### config.mk
export PLATFORM = sky130hd
export DESIGN_NAME = dmem_arbiter
export DESIGN_NICKNAME = d
export VERILOG_FILES = /design/src/rtl/dmem_arbiter.sv
export SDC_FILE = /design/constraint.sdc
export NUM_CORES = 1
export LEC_CHECK = 0
export ABC_AREA = 1
export CORE_MARGIN = 4
export CORE_UTILIZATION = 35
export DETAILED_ROUTE_END_ITERATION = 10
export MAX_ROUTING_LAYER = met4
export PLACE_DENSITY = 0.89
export SYNTH_ARGS = -nofsm -noshare
export SYNTH_HDL_FRONTEND = slang
export SYNTH_SLANG_ARGS = --single-unit
### constraint.sdc
create_clock -name clock -period 3.1 [get_ports clock]
set_input_delay 0.62 -clock clock [delete_from_list [all_inputs] [get_ports clock]]
set_output_delay 0.62 -clock clock [all_outputs]
set_load 0.05 [all_outputs]
### src/rtl/dmem_arbiter.sv
// Shares the data-memory/IO port between the pipeline MEM stage (priority) and a
// debug/loader port; a starvation counter eventually forces a one-cycle pipeline stall.
module dmem_arbiter #(
  parameter int STARVE_LIMIT = 8,
  parameter int CNT_W        = 4
) (
  input  logic             clock,
  input  logic             reset,
  // pipeline MEM stage
  input  logic [31:0]      pipe_addr,
  input  logic [31:0]      pipe_datain,
  input  logic             pipe_wmem,
  input  logic             pipe_rmem,
  output logic             pipe_stall,
  // debug / loader port
  input  logic             dbg_req,
  input  logic             dbg_we,
  input  logic [31:0]      dbg_addr,
  input  logic [31:0]      dbg_wdata,
  output logic             dbg_ack,
  output logic [31:0]      dbg_rdata,
  // RAM/IO block
  output logic [31:0]      mem_addr,
  output logic [31:0]      mem_datain,
  output logic             mem_we,
  input  logic [31:0]      mem_dataout,
  // observability
  output logic [1:0]       fsm_state,
  output logic [CNT_W-1:0] starve_count
);

  // Handshake: dbg_req is a level held by the requester; dbg_ack is a one-cycle
  // pulse two cycles after grant. After an ack, dbg_req must be seen low for at
  // least one cycle before another grant. The pipeline never waits except in the
  // single DBG_ACC cycle, where pipe_stall tells it to retry its access.

  if ((1 << CNT_W) <= STARVE_LIMIT) begin : g_cnt_w_check
    $error("dmem_arbiter: CNT_W too narrow for STARVE_LIMIT");
  end

  typedef enum logic [1:0] {
    IDLE     = 2'd0,
    DBG_ACC  = 2'd1,
    DBG_RESP = 2'd2
  } state_t;

  localparam logic [CNT_W-1:0] LIMIT = CNT_W'(STARVE_LIMIT);

  state_t           state;
  logic [CNT_W-1:0] starve_cnt;
  logic             armed;
  logic             lat_we;
  logic [31:0]      lat_addr;
  logic [31:0]      lat_wdata;

  logic pipe_busy;
  logic starved;
  logic dbg_pending;
  logic grant;

  assign pipe_busy   = pipe_wmem | pipe_rmem;
  assign starved     = (starve_cnt == LIMIT);
  assign dbg_pending = dbg_req & armed;
  assign grant       = (state == IDLE) & dbg_pending & (~pipe_busy | starved);

  always_ff @(posedge clock or posedge reset) begin
    if (reset) begin
      state      <= IDLE;
      starve_cnt <= '0;
      armed      <= 1'b1;
      lat_we     <= 1'b0;
      lat_addr   <= '0;
      lat_wdata  <= '0;
      dbg_ack    <= 1'b0;
      dbg_rdata  <= '0;
    end else begin
      case (state)
        IDLE: begin
          dbg_ack <= 1'b0;
          if (grant) begin
            lat_we     <= dbg_we;
            lat_addr   <= dbg_addr;
            lat_wdata  <= dbg_wdata;
            starve_cnt <= '0;
            state      <= DBG_ACC;
          end else if (dbg_pending && pipe_busy && !starved) begin
            starve_cnt <= starve_cnt + 1'b1;
          end
        end
        DBG_ACC: begin
          if (!lat_we) dbg_rdata <= mem_dataout;
          dbg_ack <= 1'b1;
          state   <= DBG_RESP;
        end
        DBG_RESP: begin
          dbg_ack <= 1'b0;
          armed   <= 1'b0;
          state   <= IDLE;
        end
        default: begin
          dbg_ack <= 1'b0;
          state   <= IDLE;
        end
      endcase
      // A low request re-arms, even in the ack cycle itself.
      if (!dbg_req) armed <= 1'b1;
    end
  end

  always_comb begin
    pipe_stall = 1'b0;
    mem_addr   = pipe_addr;
    mem_datain = pipe_datain;
    mem_we     = pipe_wmem;
    if (state == DBG_ACC) begin
      pipe_stall = 1'b1;
      mem_addr   = lat_addr;
      mem_datain = lat_wdata;
      mem_we     = lat_we;
    end
  end

  assign fsm_state    = state;
  assign starve_count = starve_cnt;

endmodule

# Word-level counts from Yosys, hierarchy flattened
# Cells that the tools add are included.
# op_classes
reduce_logical	8
bitwise_logic	7
n_addsub	1
mux	10
n_eq_ne	5
# ops
operator	count
$mux W32	2
$mux W4	2
$reduce_and A2 Y1	3
$add A4 B1 Y4 const B	1
$eq A4 B4 Y1 const B	1
$mux W1	4
$pmux W2 S2	1
$and A1 B1 Y1	3
$eq A2 B1 Y1 const B	1
$eq A2 B2 Y1 const B	1
$logic_and A1 B1 Y1	2
$logic_not A2 Y1	1
$mux W2	1
$ne A2 B1 Y1 const B	1
$ne A2 B2 Y1 const B	1
$not A1 Y1	2
$or A1 B1 Y1	2
$reduce_bool A2 Y1	1
$logic_not A1 Y1	1
# word_totals
input_bits	166
wordCells	39
regBits	105
output_inout_bits	105

# Depth between registers and ports, before layout
# depth
word_depth	6
ltp_mapped	10

# Worst setup path after synthesis
# No wires, ideal clock.
# synth_path
kind	register -> output
start	register state[0], in the netlist fsm_state[0]
end	output mem_addr[19]
required_ps	2480
setup_slack_ps	478
path_stages_with_launch	6
t_arrival_ps	2002
cell_sequence	dfrtp_1 -> inv_2 -> nor2_2 -> clkbuf_1 -> nand2_1 -> nand2_1
# synth_via
elab_chain_len	2
# synth_lines
item	line_no	rtl
start: declaration	49	state_t state;
start signal: assignment	68	state <= IDLE;
start signal: assignment	85	state <= DBG_ACC;
start signal: assignment	93	state <= DBG_RESP;
$eq A2 B1 Y1	115	if (state == DBG_ACC) begin
$mux W32	115	
end: declaration	23	output logic [31:0] mem_addr,
# Every way passes these cells.

# Final worst setup path
# layout_path
start	register state[1], in the netlist fsm_state[1]
end	output pipe_stall
# layout_via
elab_chain_len	2
# layout_lines
item	line_no	rtl
$eq A2 B1 Y1	115	
$mux W1	115	
end: declaration	14	output logic pipe_stall,
# Every way passes these cells.

==> results by group <==
Place
  • Input/output buffers: 270
  • DP HPWL: 11600 um
  • Placed Area: 8360 um^2
  • Placer congestion estimate: 0.829
  • Post-Place Cells: 1088

Clocking
  • CTS buffer count: 9
  • CTS tree: built
  • CTS Buffer Depth: 2
  • Root Driver: clkbuf_16
  • CTS Sinks: 105
  • Clock slew at reported path FFs: 80 ps
  • Post-CTS Hold Buffers: 0
  • Clk Latency, worst-skew pair: 350 ps
  • Post-CTS Setup Bufs: 0
  • H-tree Lvls: 3
  • Post-cts resize count: 0

Critical path
  • Worst r2r path cells: 8
  • Crit path arrival time: 2090 ps
  • Slowest CP cell: clkdlybuf4s50_1
  • CP Launch Type: flip-flop
  • Slowest Stage Delay on Critical Path: 860 ps
  • CP Capture Type: output port
  • Max Fanout on Critical Path: 23
  • Ordered cell list for the critical path: nor2_4, buf_4, clkdlybuf4s50_1
  • WS Path Type: flip-flop to output port
  • Worst Path Required: 2480 ps

Synth
  • Syn Nets: 833
  • Area leader, netlist: dfrtp_1
  • Largest family of logic cells by synthesized area: simple AND/OR/NAND/NOR gates
  • Yosys cell types: 21
  • Sequential share of the synthesized area: 0.536
  • Xor and xnor area share after synthesis: 0.00178
  • Yosys warnings: 0
  • Asr flop ratio synth: 1.00
  • Synth area leaders: dfrtp_1 (53%), nand2_1 (37%), buf_2 (2.2%), nand2_2 (1.5%), buf_6 (1.1%)
  • Mean Syn Cell Area: 7.38 um^2
  • Adder-cell share of the synthesized area: 0.00510
  • Ys flop type: dfrtp_1
  • Mapped cell area: 4910 um^2
  • Post-synthesis mux area share: 0
  • Synth Area in Compound Gates: 0.00306
  • Yosys reg bits: 105
  • Syn Inst Count: 665
  • Number of synthesized flops with an enable pin: 0
  • Share of the synthesized area in the top cell type: 0.530
  • Simple-gate share of the synthesized area: 0.403

Timing
  • Setup TNS: 0 ps
  • Final setup violation count: 0
  • Clk_skew: 12.2 ps
  • Crit share post-route: 0.874
  • RSZ-0062 raised after global routing: no
  • Worst slew pin tran: 610 ps
  • Crit path time final: 2710 ps
  • Hold Fails Final Rpt: 0
  • Slew HR: 0.592
  • FMAX: 369 MHz
  • Max-slew violations: 0

Routing
  • WL final: 15700 um
  • Post-route ant nets: 0
  • DR vias: 5001
  • Initial DRC Count: 270
  • Drt wl/cell: 14.2 um
  • DR top layer: met4
  • Vias/cell: 4.53
  • Met3 wire length: 1010 um
  • WL met2: 7920 um
  • Post-route DRC: 0
  • Drt first pass iters: 4
  • M1 wire length: 6390 um

Power
  • Static leakage: 4.40 nW
  • Psw: 3.18 mW
  • Peak VDD IR: 0.000684 V
  • Combinational share of power: 0.508
  • P per Cell Area: 831 nW/um^2
  • Cell-internal power: 4.02 mW
  • Pwr Total: 7.20 mW
  • Clock power frac: 0.157
  • Flop pwr share: 0.335
  • Switch share: 0.442

Floorplanning
  • Die area: 16000 um^2
  • Die height: 126 um
  • Die width: 126 um
  • Core area: 13800 um^2
  • IO Pins: 271
  • Row Count: 43
  • Initial Utilization: 0.355

GRT
  • First-pass GRT wire length: 24900 um
  • Pin count of the biggest net entering global routing: 106
  • Antenna violations before repair: 0
  • Gr usage total: 0.199
  • Vias in the first global route: 4981
  • Overflow after GRT: 0

Finish
  • Share of cells above drive strength 1: 0.121
  • Area taken by multi-input logic gates: 2030 um^2
  • N_diodes: 0
  • Synth-to-layout area growth: 76.5%
  • Final Cell Area: 8660 um^2
  • # fillers: 1107
  • Final cell count without fillers: 1104
  • FF/Latch Area: 2630 um^2
  • Post-layout net count: 1087

Outcome
  • Outcome: finished clean

Job
  • Max Cap Viol: 0

Hold path
  • HP Class: flip-flop to flip-flop
  • Min-Delay Path Depth: 2
## power by group through the flow
stage	Clock, mW	Sequential [mW]	Combinational (mW)
finish	1.13	2.41	3.66
floorplan	0	3.18	1.35
detailed placement	0	2.43	3.70
global placement	0	2.40	3.61
CTS	1.17	2.41	3.70
global route	1.23	2.49	3.90
## kinds of logic (layout without fill, tap and decap cells)
| family | count (synthesis) | after routing |
|---|---|---|
| xor+xnor | 1 | 1 |
| simple gates | 508 | 508 |
| flops | 105 | 105 |
| fa+ha+maj | 2 | 2 |
| compound gates | 3 | 3 |
| buf+inv | 46 | 305 |
## synthesized netlist by cell type, types with 2 or more instances
cell and count:
buf_2 22, clkbuf_1 5, a21oi_1 2, nand2_1 484, ha_1 2, inv_2 6
dfrtp_1 104, inv_1 6, nor2_1 3, nand3_1 5, nand2_2 12, buf_6 5
## through the flow
step	utilization	hold slack [ps]	setup slack, ps
4_1_cts	0.626	478	368
5_1_grt	0.626	493	307
3_3_place_gp	0.605	453	792
3_5_place_dp	0.605	457	736
2_1_floorplan	-	449	478
6_report	0.626	473	390
## worst paths after layout
kind | to | start | slack [ps]
setup / recovery | pipe_stall | fsm_state[1] | 390
hold / removal | dbg_rdata[1] | dbg_rdata[1] | 470
setup reg to reg | dbg_rdata[19] | fsm_state[0] | 1030
hold reg to reg | dbg_rdata[1] | dbg_rdata[1] | 470
max in group asynchronous | lat_addr[18] | reset | 1890
min in group asynchronous | dbg_rdata[9] | reset | 790
## placed cells by master, fill, tap and decap left out
cell and count:
nand2_4 1, nand3_1 5, nor2_8 1, inv_6 1, nor2_4 2, clkinv_8 1
clkbuf_16 9, ha_1 2, nor2_1 3, xor2_1 1, inv_1 5, dfstp_2 1
nand2_2 12, clkinv_4 2, clkdlybuf4s50_1 205, dfrtp_1 104, clkinvlp_4 2, inv_2 6
a21oi_1 2, nand2_1 484, buf_4 5, buf_12 67, inv_8 2, o21ai_0 1
## per-layer routing
metal  up-vias  global-route usage
li1       2485                   -
met1      2291               0.239
met2       196               0.333
met3        29              0.0434
met4         0              0.0694
met5         -                   -
## sequential cells by signal (all words and copies together), names as in the netlist
register	flops
lat_addr	32
lat_we	1
fsm_state	2
armed	1
dbg_ack	1
lat_wdata	32
dbg_rdata	32
starve_count	4
## layout make-up
type / count / share of cell area
Timing Repair Buffer: 277 / 0.396
Sequential cell: 105 / 0.303
Multi-Input combinational cell: 514 / 0.234
Clock buffer: 9 / 0.0260
Tap cell: 180 / 0.0260
Clock inverter: 7 / 0.00838
Inverter: 12 / 0.00563
## worst max-delay path, delay by kind of cell (launching register included)
kind | cells | cell delay [ps]
buffers and inverters | 2 | 1140
and+or+nand+nor | 1 | 160
DFF | 1 | 450
Power figures use the tool's default switching activity.
